--- src/rtl/vga_timing_if.sv ---
// Timing-controller bundle: run request in, raster position/sync/strobes out.
interface vga_timing_if #(
    parameter int unsigned X_W = 10,
    parameter int unsigned Y_W = 10
);
    logic           en;
    logic           running;
    logic           pix_tick;
    logic [X_W-1:0] x;
    logic [Y_W-1:0] y;
    logic           hsync;
    logic           vsync;
    logic           video_on;
    logic           line_start;
    logic           frame_start;

    // Timing controller side
    modport master (
        input  en,
        output running, pix_tick, x, y, hsync, vsync, video_on, line_start, frame_start
    );

    // Pixel generator / requester side
    modport slave (
        output en,
        input  running, pix_tick, x, y, hsync, vsync, video_on, line_start, frame_start
    );
endinterface

--- src/rtl/vga_timing_ctrl.sv ---
// VGA frame/line timing: pixel-clock-enable divider, x/y raster counters,
// sync/blanking decode and a start/stop handshake aligned to frame boundaries.
module vga_timing_ctrl #(
    parameter int unsigned H_ACTIVE = 640,
    parameter int unsigned H_FP     = 16,
    parameter int unsigned H_SYNC   = 96,
    parameter int unsigned H_BP     = 48,
    parameter int unsigned V_ACTIVE = 480,
    parameter int unsigned V_FP     = 10,
    parameter int unsigned V_SYNC   = 2,
    parameter int unsigned V_BP     = 33,
    parameter int unsigned CLK_DIV  = 4,
    parameter bit          HS_POL   = 1'b0,
    parameter bit          VS_POL   = 1'b0,
    parameter int unsigned X_W      = 10,
    parameter int unsigned Y_W      = 10
) (
    input  logic         clk,
    input  logic         rst,
    vga_timing_if.master tim
);

    localparam int unsigned H_TOTAL  = H_ACTIVE + H_FP + H_SYNC + H_BP;
    localparam int unsigned V_TOTAL  = V_ACTIVE + V_FP + V_SYNC + V_BP;
    localparam int unsigned HS_START = H_ACTIVE + H_FP;
    localparam int unsigned HS_END   = HS_START + H_SYNC;
    localparam int unsigned VS_START = V_ACTIVE + V_FP;
    localparam int unsigned VS_END   = VS_START + V_SYNC;
    localparam int unsigned DIV_W    = (CLK_DIV > 1) ? $clog2(CLK_DIV) : 1;

    localparam logic [X_W-1:0]   X_LAST   = X_W'(H_TOTAL - 1);
    localparam logic [Y_W-1:0]   Y_LAST   = Y_W'(V_TOTAL - 1);
    localparam logic [DIV_W-1:0] DIV_LAST = DIV_W'(CLK_DIV - 1);

    // Elaboration-time sanity of parameters against counter widths
    if (CLK_DIV < 1) begin : g_bad_div
        $error("CLK_DIV must be at least 1");
    end
    if (H_TOTAL > (32'd1 << X_W)) begin : g_bad_xw
        $error("X_W too narrow to hold H_TOTAL-1");
    end
    if (V_TOTAL > (32'd1 << Y_W)) begin : g_bad_yw
        $error("Y_W too narrow to hold V_TOTAL-1");
    end

    typedef enum logic [1:0] {
        IDLE     = 2'd0,
        RUN      = 2'd1,
        STOPPING = 2'd2
    } state_e;

    state_e           state_q, state_d;
    logic [DIV_W-1:0] div_q, div_d;
    logic [X_W-1:0]   x_q, x_d;
    logic [Y_W-1:0]   y_q, y_d;
    logic             running_q, running_d;
    logic             pix_tick_q, pix_tick_d;
    logic             hsync_q, hsync_d;
    logic             vsync_q, vsync_d;
    logic             video_on_q, video_on_d;
    logic             line_start_q, line_start_d;
    logic             frame_start_q, frame_start_d;

    // Next-state: FSM, divider, raster counters, and decode from next counters
    always_comb begin
        state_d       = state_q;
        div_d         = div_q;
        x_d           = x_q;
        y_d           = y_q;
        line_start_d  = 1'b0;
        frame_start_d = 1'b0;

        unique case (state_q)
            IDLE: begin
                div_d = '0;
                x_d   = '0;
                y_d   = '0;
                if (tim.en) begin
                    state_d       = RUN;
                    line_start_d  = 1'b1;
                    frame_start_d = 1'b1;
                end
            end
            RUN, STOPPING: begin
                state_d = tim.en ? RUN : STOPPING;
                div_d   = (div_q == DIV_LAST) ? '0 : div_q + DIV_W'(1);
                if (pix_tick_q) begin
                    if (x_q == X_LAST) begin
                        x_d          = '0;
                        line_start_d = 1'b1;
                        if (y_q == Y_LAST) begin
                            y_d = '0;
                            // A pending stop retires exactly at the frame wrap
                            if (state_q == STOPPING && !tim.en) begin
                                state_d      = IDLE;
                                div_d        = '0;
                                line_start_d = 1'b0;
                            end else begin
                                frame_start_d = 1'b1;
                            end
                        end else begin
                            y_d = y_q + Y_W'(1);
                        end
                    end else begin
                        x_d = x_q + X_W'(1);
                    end
                end
            end
            default: begin
                state_d = IDLE;
                div_d   = '0;
                x_d     = '0;
                y_d     = '0;
            end
        endcase

        running_d  = (state_d != IDLE);
        pix_tick_d = running_d && (div_d == DIV_LAST);
        video_on_d = running_d && (32'(x_d) < H_ACTIVE) && (32'(y_d) < V_ACTIVE);
        hsync_d    = (running_d && (32'(x_d) >= HS_START) && (32'(x_d) < HS_END))
                     ? HS_POL : ~HS_POL;
        vsync_d    = (running_d && (32'(y_d) >= VS_START) && (32'(y_d) < VS_END))
                     ? VS_POL : ~VS_POL;
    end

    // State and output registers with asynchronous clear
    always_ff @(posedge clk or posedge rst) begin
        if (rst) begin
            state_q       <= IDLE;
            div_q         <= '0;
            x_q           <= '0;
            y_q           <= '0;
            running_q     <= 1'b0;
            pix_tick_q    <= 1'b0;
            hsync_q       <= ~HS_POL;
            vsync_q       <= ~VS_POL;
            video_on_q    <= 1'b0;
            line_start_q  <= 1'b0;
            frame_start_q <= 1'b0;
        end else begin
            state_q       <= state_d;
            div_q         <= div_d;
            x_q           <= x_d;
            y_q           <= y_d;
            running_q     <= running_d;
            pix_tick_q    <= pix_tick_d;
            hsync_q       <= hsync_d;
            vsync_q       <= vsync_d;
            video_on_q    <= video_on_d;
            line_start_q  <= line_start_d;
            frame_start_q <= frame_start_d;
        end
    end

    assign tim.running     = running_q;
    assign tim.pix_tick    = pix_tick_q;
    assign tim.x           = x_q;
    assign tim.y           = y_q;
    assign tim.hsync       = hsync_q;
    assign tim.vsync       = vsync_q;
    assign tim.video_on    = video_on_q;
    assign tim.line_start  = line_start_q;
    assign tim.frame_start = frame_start_q;

endmodule
--- src/flat_wrapper.sv ---
// flat-port wrapper written by rule: the top's interface ports become plain ports
module vga_timing_ctrl_flat 
#(
    parameter int unsigned H_ACTIVE = 640,
    parameter int unsigned H_FP     = 16,
    parameter int unsigned H_SYNC   = 96,
    parameter int unsigned H_BP     = 48,
    parameter int unsigned V_ACTIVE = 480,
    parameter int unsigned V_FP     = 10,
    parameter int unsigned V_SYNC   = 2,
    parameter int unsigned V_BP     = 33,
    parameter int unsigned CLK_DIV  = 4,
    parameter bit          HS_POL   = 1'b0,
    parameter bit          VS_POL   = 1'b0,
    parameter int unsigned X_W      = 10,
    parameter int unsigned Y_W      = 10
)
  (clk, rst, tim_en, tim_running, tim_pix_tick, tim_x, tim_y, tim_hsync, tim_vsync, tim_video_on, tim_line_start, tim_frame_start);
  vga_timing_if #(.X_W(X_W), .Y_W(Y_W)) tim_i ();
  input  logic clk;
  input  logic rst;
  input wire logic [$bits(tim_i.en)-1:0] tim_en;
  output wire logic [$bits(tim_i.running)-1:0] tim_running;
  output wire logic [$bits(tim_i.pix_tick)-1:0] tim_pix_tick;
  output wire logic [$bits(tim_i.x)-1:0] tim_x;
  output wire logic [$bits(tim_i.y)-1:0] tim_y;
  output wire logic [$bits(tim_i.hsync)-1:0] tim_hsync;
  output wire logic [$bits(tim_i.vsync)-1:0] tim_vsync;
  output wire logic [$bits(tim_i.video_on)-1:0] tim_video_on;
  output wire logic [$bits(tim_i.line_start)-1:0] tim_line_start;
  output wire logic [$bits(tim_i.frame_start)-1:0] tim_frame_start;
  assign tim_i.en = tim_en;
  assign tim_running = tim_i.running;
  assign tim_pix_tick = tim_i.pix_tick;
  assign tim_x = tim_i.x;
  assign tim_y = tim_i.y;
  assign tim_hsync = tim_i.hsync;
  assign tim_vsync = tim_i.vsync;
  assign tim_video_on = tim_i.video_on;
  assign tim_line_start = tim_i.line_start;
  assign tim_frame_start = tim_i.frame_start;
  vga_timing_ctrl #(.H_ACTIVE(H_ACTIVE), .H_FP(H_FP), .H_SYNC(H_SYNC), .H_BP(H_BP), .V_ACTIVE(V_ACTIVE), .V_FP(V_FP), .V_SYNC(V_SYNC), .V_BP(V_BP), .CLK_DIV(CLK_DIV), .HS_POL(HS_POL), .VS_POL(VS_POL), .X_W(X_W), .Y_W(Y_W)) u_core (.clk(clk), .rst(rst), .tim(tim_i));
endmodule
--- config.mk ---
export PLATFORM = sky130hd
export DESIGN_NAME = vga_timing_ctrl_flat
export DESIGN_NICKNAME = d
export VERILOG_FILES = /design/src/rtl/vga_timing_if.sv /design/src/rtl/vga_timing_ctrl.sv /design/src/flat_wrapper.sv
export SDC_FILE = /design/constraint.sdc
export NUM_CORES = 1
export LEC_CHECK = 0
export BUFFER_PORTS_ARGS = -buffer_cell sky130_fd_sc_hd__buf_2
export CAP_MARGIN = 5
export CORE_UTILIZATION = 30
export CTS_CLUSTER_DIAMETER = 200
export DETAILED_ROUTE_END_ITERATION = 16
export PLACE_DENSITY = 0.51
export SLEW_MARGIN = 40
export SYNTH_ARGS = -nofsm -noshare
export SYNTH_HDL_FRONTEND = slang
export SYNTH_SLANG_ARGS = --single-unit
--- constraint.sdc ---
create_clock -name clk -period 2.4 [get_ports clk]
set_input_delay 0.12 -clock clk [delete_from_list [all_inputs] [get_ports clk]]
set_output_delay 0.12 -clock clk [all_outputs]
set_load 0.005 [all_outputs]
==> flow_metrics.py <==
metrics = {
    "yosys": {
        "synth_seq_cells": 31,
        "async_flop_share_pct": 100,
        "synth_flop_cell": "dfrtp_1",
        "synth_area_leaders": "dfrtp_1 40%, ha_1 4.8%, nor2_1 3.7%",
        "synth_area_per_cell_sq_um": 9.54,
        "synthTopCellsByCount": "29 x dfrtp_1, 18 x nor2_1, 16 x nand2_1",
        "synth_top_area_cell": "dfrtp_1",
        "synth_fa_ha_area_share_pct": 4.80,
        "synth-simple-area-share_pct": 29.1,
        "synth_compound_area_share_pct": 10.9,
        "synth.most_common_cell": "dfrtp_1",
        "synth_top_area_share_pct": 39.8,
        "synth_edf_count": 0,
        "ys_seq_area_share_pct": 42.7,
        "synth_xor_area_share_pct": 5.77,
        "syn_nets": 201,
        "synth_cells": 191,
        "synthesis.area_sq_um": 1820,
        "synth_top_family_by_area": "simple AND/OR/NAND/NOR gates",
        "yosysUniqueCellTypes": 49,
        "synth.mux.area_fraction_pct": 0.549,
        "ys_warn_count": 0,
    },
    "critical_path": {
        "start_kind": "flip-flop",
        "crit_start": "u_core.tim.x[0]",
        "path_cells": "ha_1 > nand4_4 > buf_4 > nor4_2 > buf_4 > nand4_1 > xor2_1 > and4bb_1 > nor4_2",
        "slowest_stage": "dfrtp_1",
        "crit_type": "flip-flop to flip-flop",
        "slowest_delay_ns": 0.35,
        "cp_data_arrival_time_ns": 2.42,
        "crit_required_ns": 2.58,
        "cp_max_fo": 10,
        "setup.worst_path.end_class": "flip-flop",
        "r2r-start": "u_core.tim.x[0]",
    },
    "grt": {
        "first_global_vias": 1415,
        "overflow": 0,
        "grt_max_degree": 32,
        "grt_pass1_wl_mm": 7.14,
        "grtUsageTotal_pct": 14.7,
        "grt_antenna_before_repair": 0,
    },
    "route": {
        "drc": 0,
        "initialDrtViolationCount": 97,
        "viasPerCell": 4.92,
        "firstDrtPassIters": 4,
        "routed_wl_mm": 4.33,
        "wl_per_cell_um": 13.8,
        "vias": 1546,
        "ant_nets": 0,
    },
    "cells_and_area": {
        "seq_area_sq_um": 778,
        "multi_input_area_sq_um": 936,
        "antenna_cells": 0,
        "fin_util_pct": 38.5,
        "drive_gt1_share_pct": 28.9,
        "nFillCells": 589,
        "num-nets-final": 248,
        "areaGrowthSynthToFinish_pct": 24.4,
    },
    "cts": {
        "cts_buffers": 5,
        "clk_pin_slew_ns": 0.07,
        "cts_tree": "done",
        "clock_latency_ns": 0.28,
        "cts_setup_buffers": 0,
        "clockBufferDepth": 2,
        "clock-root-buffer": "clkbuf_8",
        "h-tree-depth": 2,
        "cts_sinks": 31,
    },
    "timing": {
        "slew_headroom_pct": 73.8,
        "fin_crit_sh_pct": 93.2,
        "setup_viol": 0,
        "setup_tns_ns": 0,
        "rsz0062_at_grt": "no",
        "maxSlewViolCount": 0,
        "fin_crit_ns": 2.24,
        "skew_ns": 0.00503,
        "finalHoldViolations": 0,
        "max_freq_mhz": 447,
        "worst_pin_slew_ns": 0.393,
    },
    "power_and_ir_drop": {
        "power.sequential.fraction_pct": 36.8,
        "power.density_nw_per_um2": 762,
        "peakVddDrop_mv": 0.368,
        "netSwitchingFraction_pct": 32.1,
        "power.internal_uw": 1170,
        "p_sw_uw": 555,
        "clockPowerShare_pct": 30.5,
        "p_leak_uw": 0.00110,
        "p_comb_share_pct": 32.7,
    },
    "run": {
        "maxCapViolations": 0,
    },
    "die": {
        "die_x_um": 80.0,
        "coreArea_sq_um": 5890,
        "start_util_pct": 31.0,
        "num_io_pins": 30,
        "fp.dieH_um": 80.0,
        "dieArea_sq_um": 6390,
        "rows": 28,
    },
    "outcome": {
        "status": "complete, no violations",
    },
    "place": {
        "dp_hpwl_mm": 3.16,
        "portBuffers": 29,
        "globalplace.congestion": 0.791,
    },
    "min_path": {
        "min_from": "tim_en",
        "min_path_type": "input port to flip-flop",
    },
}
-- power by group through the flow --
stage / Sequential, uW / Combinational, uW / Clock (uW)
detailed placement: 647 / 565 / 0
global placement: 647 / 563 / 0
finish: 637 / 564 / 527
floorplan: 653 / 340 / 0
CTS: 637 / 568 / 549
global route: 646 / 623 / 578
-- cell type report --
class / count / share of cell area [%]
multi-input cells: 141 / 41.3
flip-flops and latches: 31 / 34.3
repair buffers: 51 / 13.8
well taps: 75 / 4.14
clock buffers: 6 / 3.64
clock inverters: 2 / 1.54
inverters: 8 / 1.32
-- routing by layer --
| metal | GRT usage (%) | vias to the layer above | wire length, um |
|---|---|---|---|
| met5 | 0 | - | 0 |
| met4 | 4.29 | 0 | 54 |
| met3 | 3.89 | 5 | 134 |
| met2 | 21.7 | 29 | 1950 |
| met1 | 20.8 | 741 | 2190 |
| li1 | - | 771 | - |
-- cells by family (layout without fill, tap and decap cells) --
group,after synthesis,after routing
AOI/OAI and AO/OA,30,30
xor gates and xnor gates,12,12
adders and majority gates,7,7
buffers and inverters,19,67
DFF,31,31
muxes,1,1
and+or+nand+nor,91,91
-- stage by stage --
stage	hold WS (ns)	setup slack [ns]	cell area, sq um	std cells	total power (uW)
after floorplan	0.222	0.118	1820	191	993
after global placement	0.227	0.197	2140	305	1210
after detailed placement	0.236	0.0846	2140	305	1210
after CTS	0.149	0.0645	2260	314	1750
after global routing	0.169	0.0200	2270	314	1850
final	0.155	0.163	2270	314	1730
-- repair_timing --
| item | CTS | global route |
|---|---|---|
| resized for setup | 0 | 1 |
| setup endpoints to repair | 0 | 2 |
| hold buffers | 1 | 0 |
| endpoints found under the hold margin | 29 | 0 |
-- registers in the layout (all words and copies together) (netlist names) --
register / count
u_core.tim.x: 10
u_core.tim.y: 10
u_core.div_q: 2
u_core.state_q: 2
u_core.tim.frame_start: 1
u_core.tim.hsync: 1
u_core.tim.line_start: 1
u_core.tim.pix_tick: 1
u_core.tim.running: 1
u_core.tim.video_on: 1
u_core.tim.vsync: 1
-- cells in the final DEF, fill, tap and decap left out, types with 2 or more instances in the layout --
cell type	count
a21oi_1	8
dfrtp_1	29
and3_1	5
a31oi_1	3
buf_2	29
nand3_1	6
nor3_1	7
nand4_1	7
nand2_1	16
buf_4	21
nor4_2	2
nor2b_1	5
ha_1	7
nor2_1	18
xnor2_1	5
nand2b_1	2
or4_1	3
a21boi_0	4
nor4b_1	3
o21ai_0	5
and4_1	2
and2_1	4
dfstp_2	2
inv_1	8
xor2_1	7
clkbuf_8	6
-- critical path, delay by kind of cell (launching register included) --
kind	cells	cell delay [ns]
simple gates	5	0.99
fa+ha+maj	1	0.21
buf+inv	2	0.39
xor+xnor	1	0.19
flops	1	0.35
-- path summary, 6_finish.rpt --
check                                   endpoint  slack, ns  cells after the start
setup / recovery             u_core.tim.video_on       0.16                      9
hold / removal             u_core.tim.line_start       0.16                      3
setup reg to reg             u_core.tim.video_on       0.16                      9
hold reg to reg              u_core.tim.pix_tick       0.47                      1
max in group asynchronous       u_core.tim.vsync       1.62                      4
min in group asynchronous        u_core.tim.x[0]       0.45                      4
No activity file was read; power rests on OpenSTA's default activity.
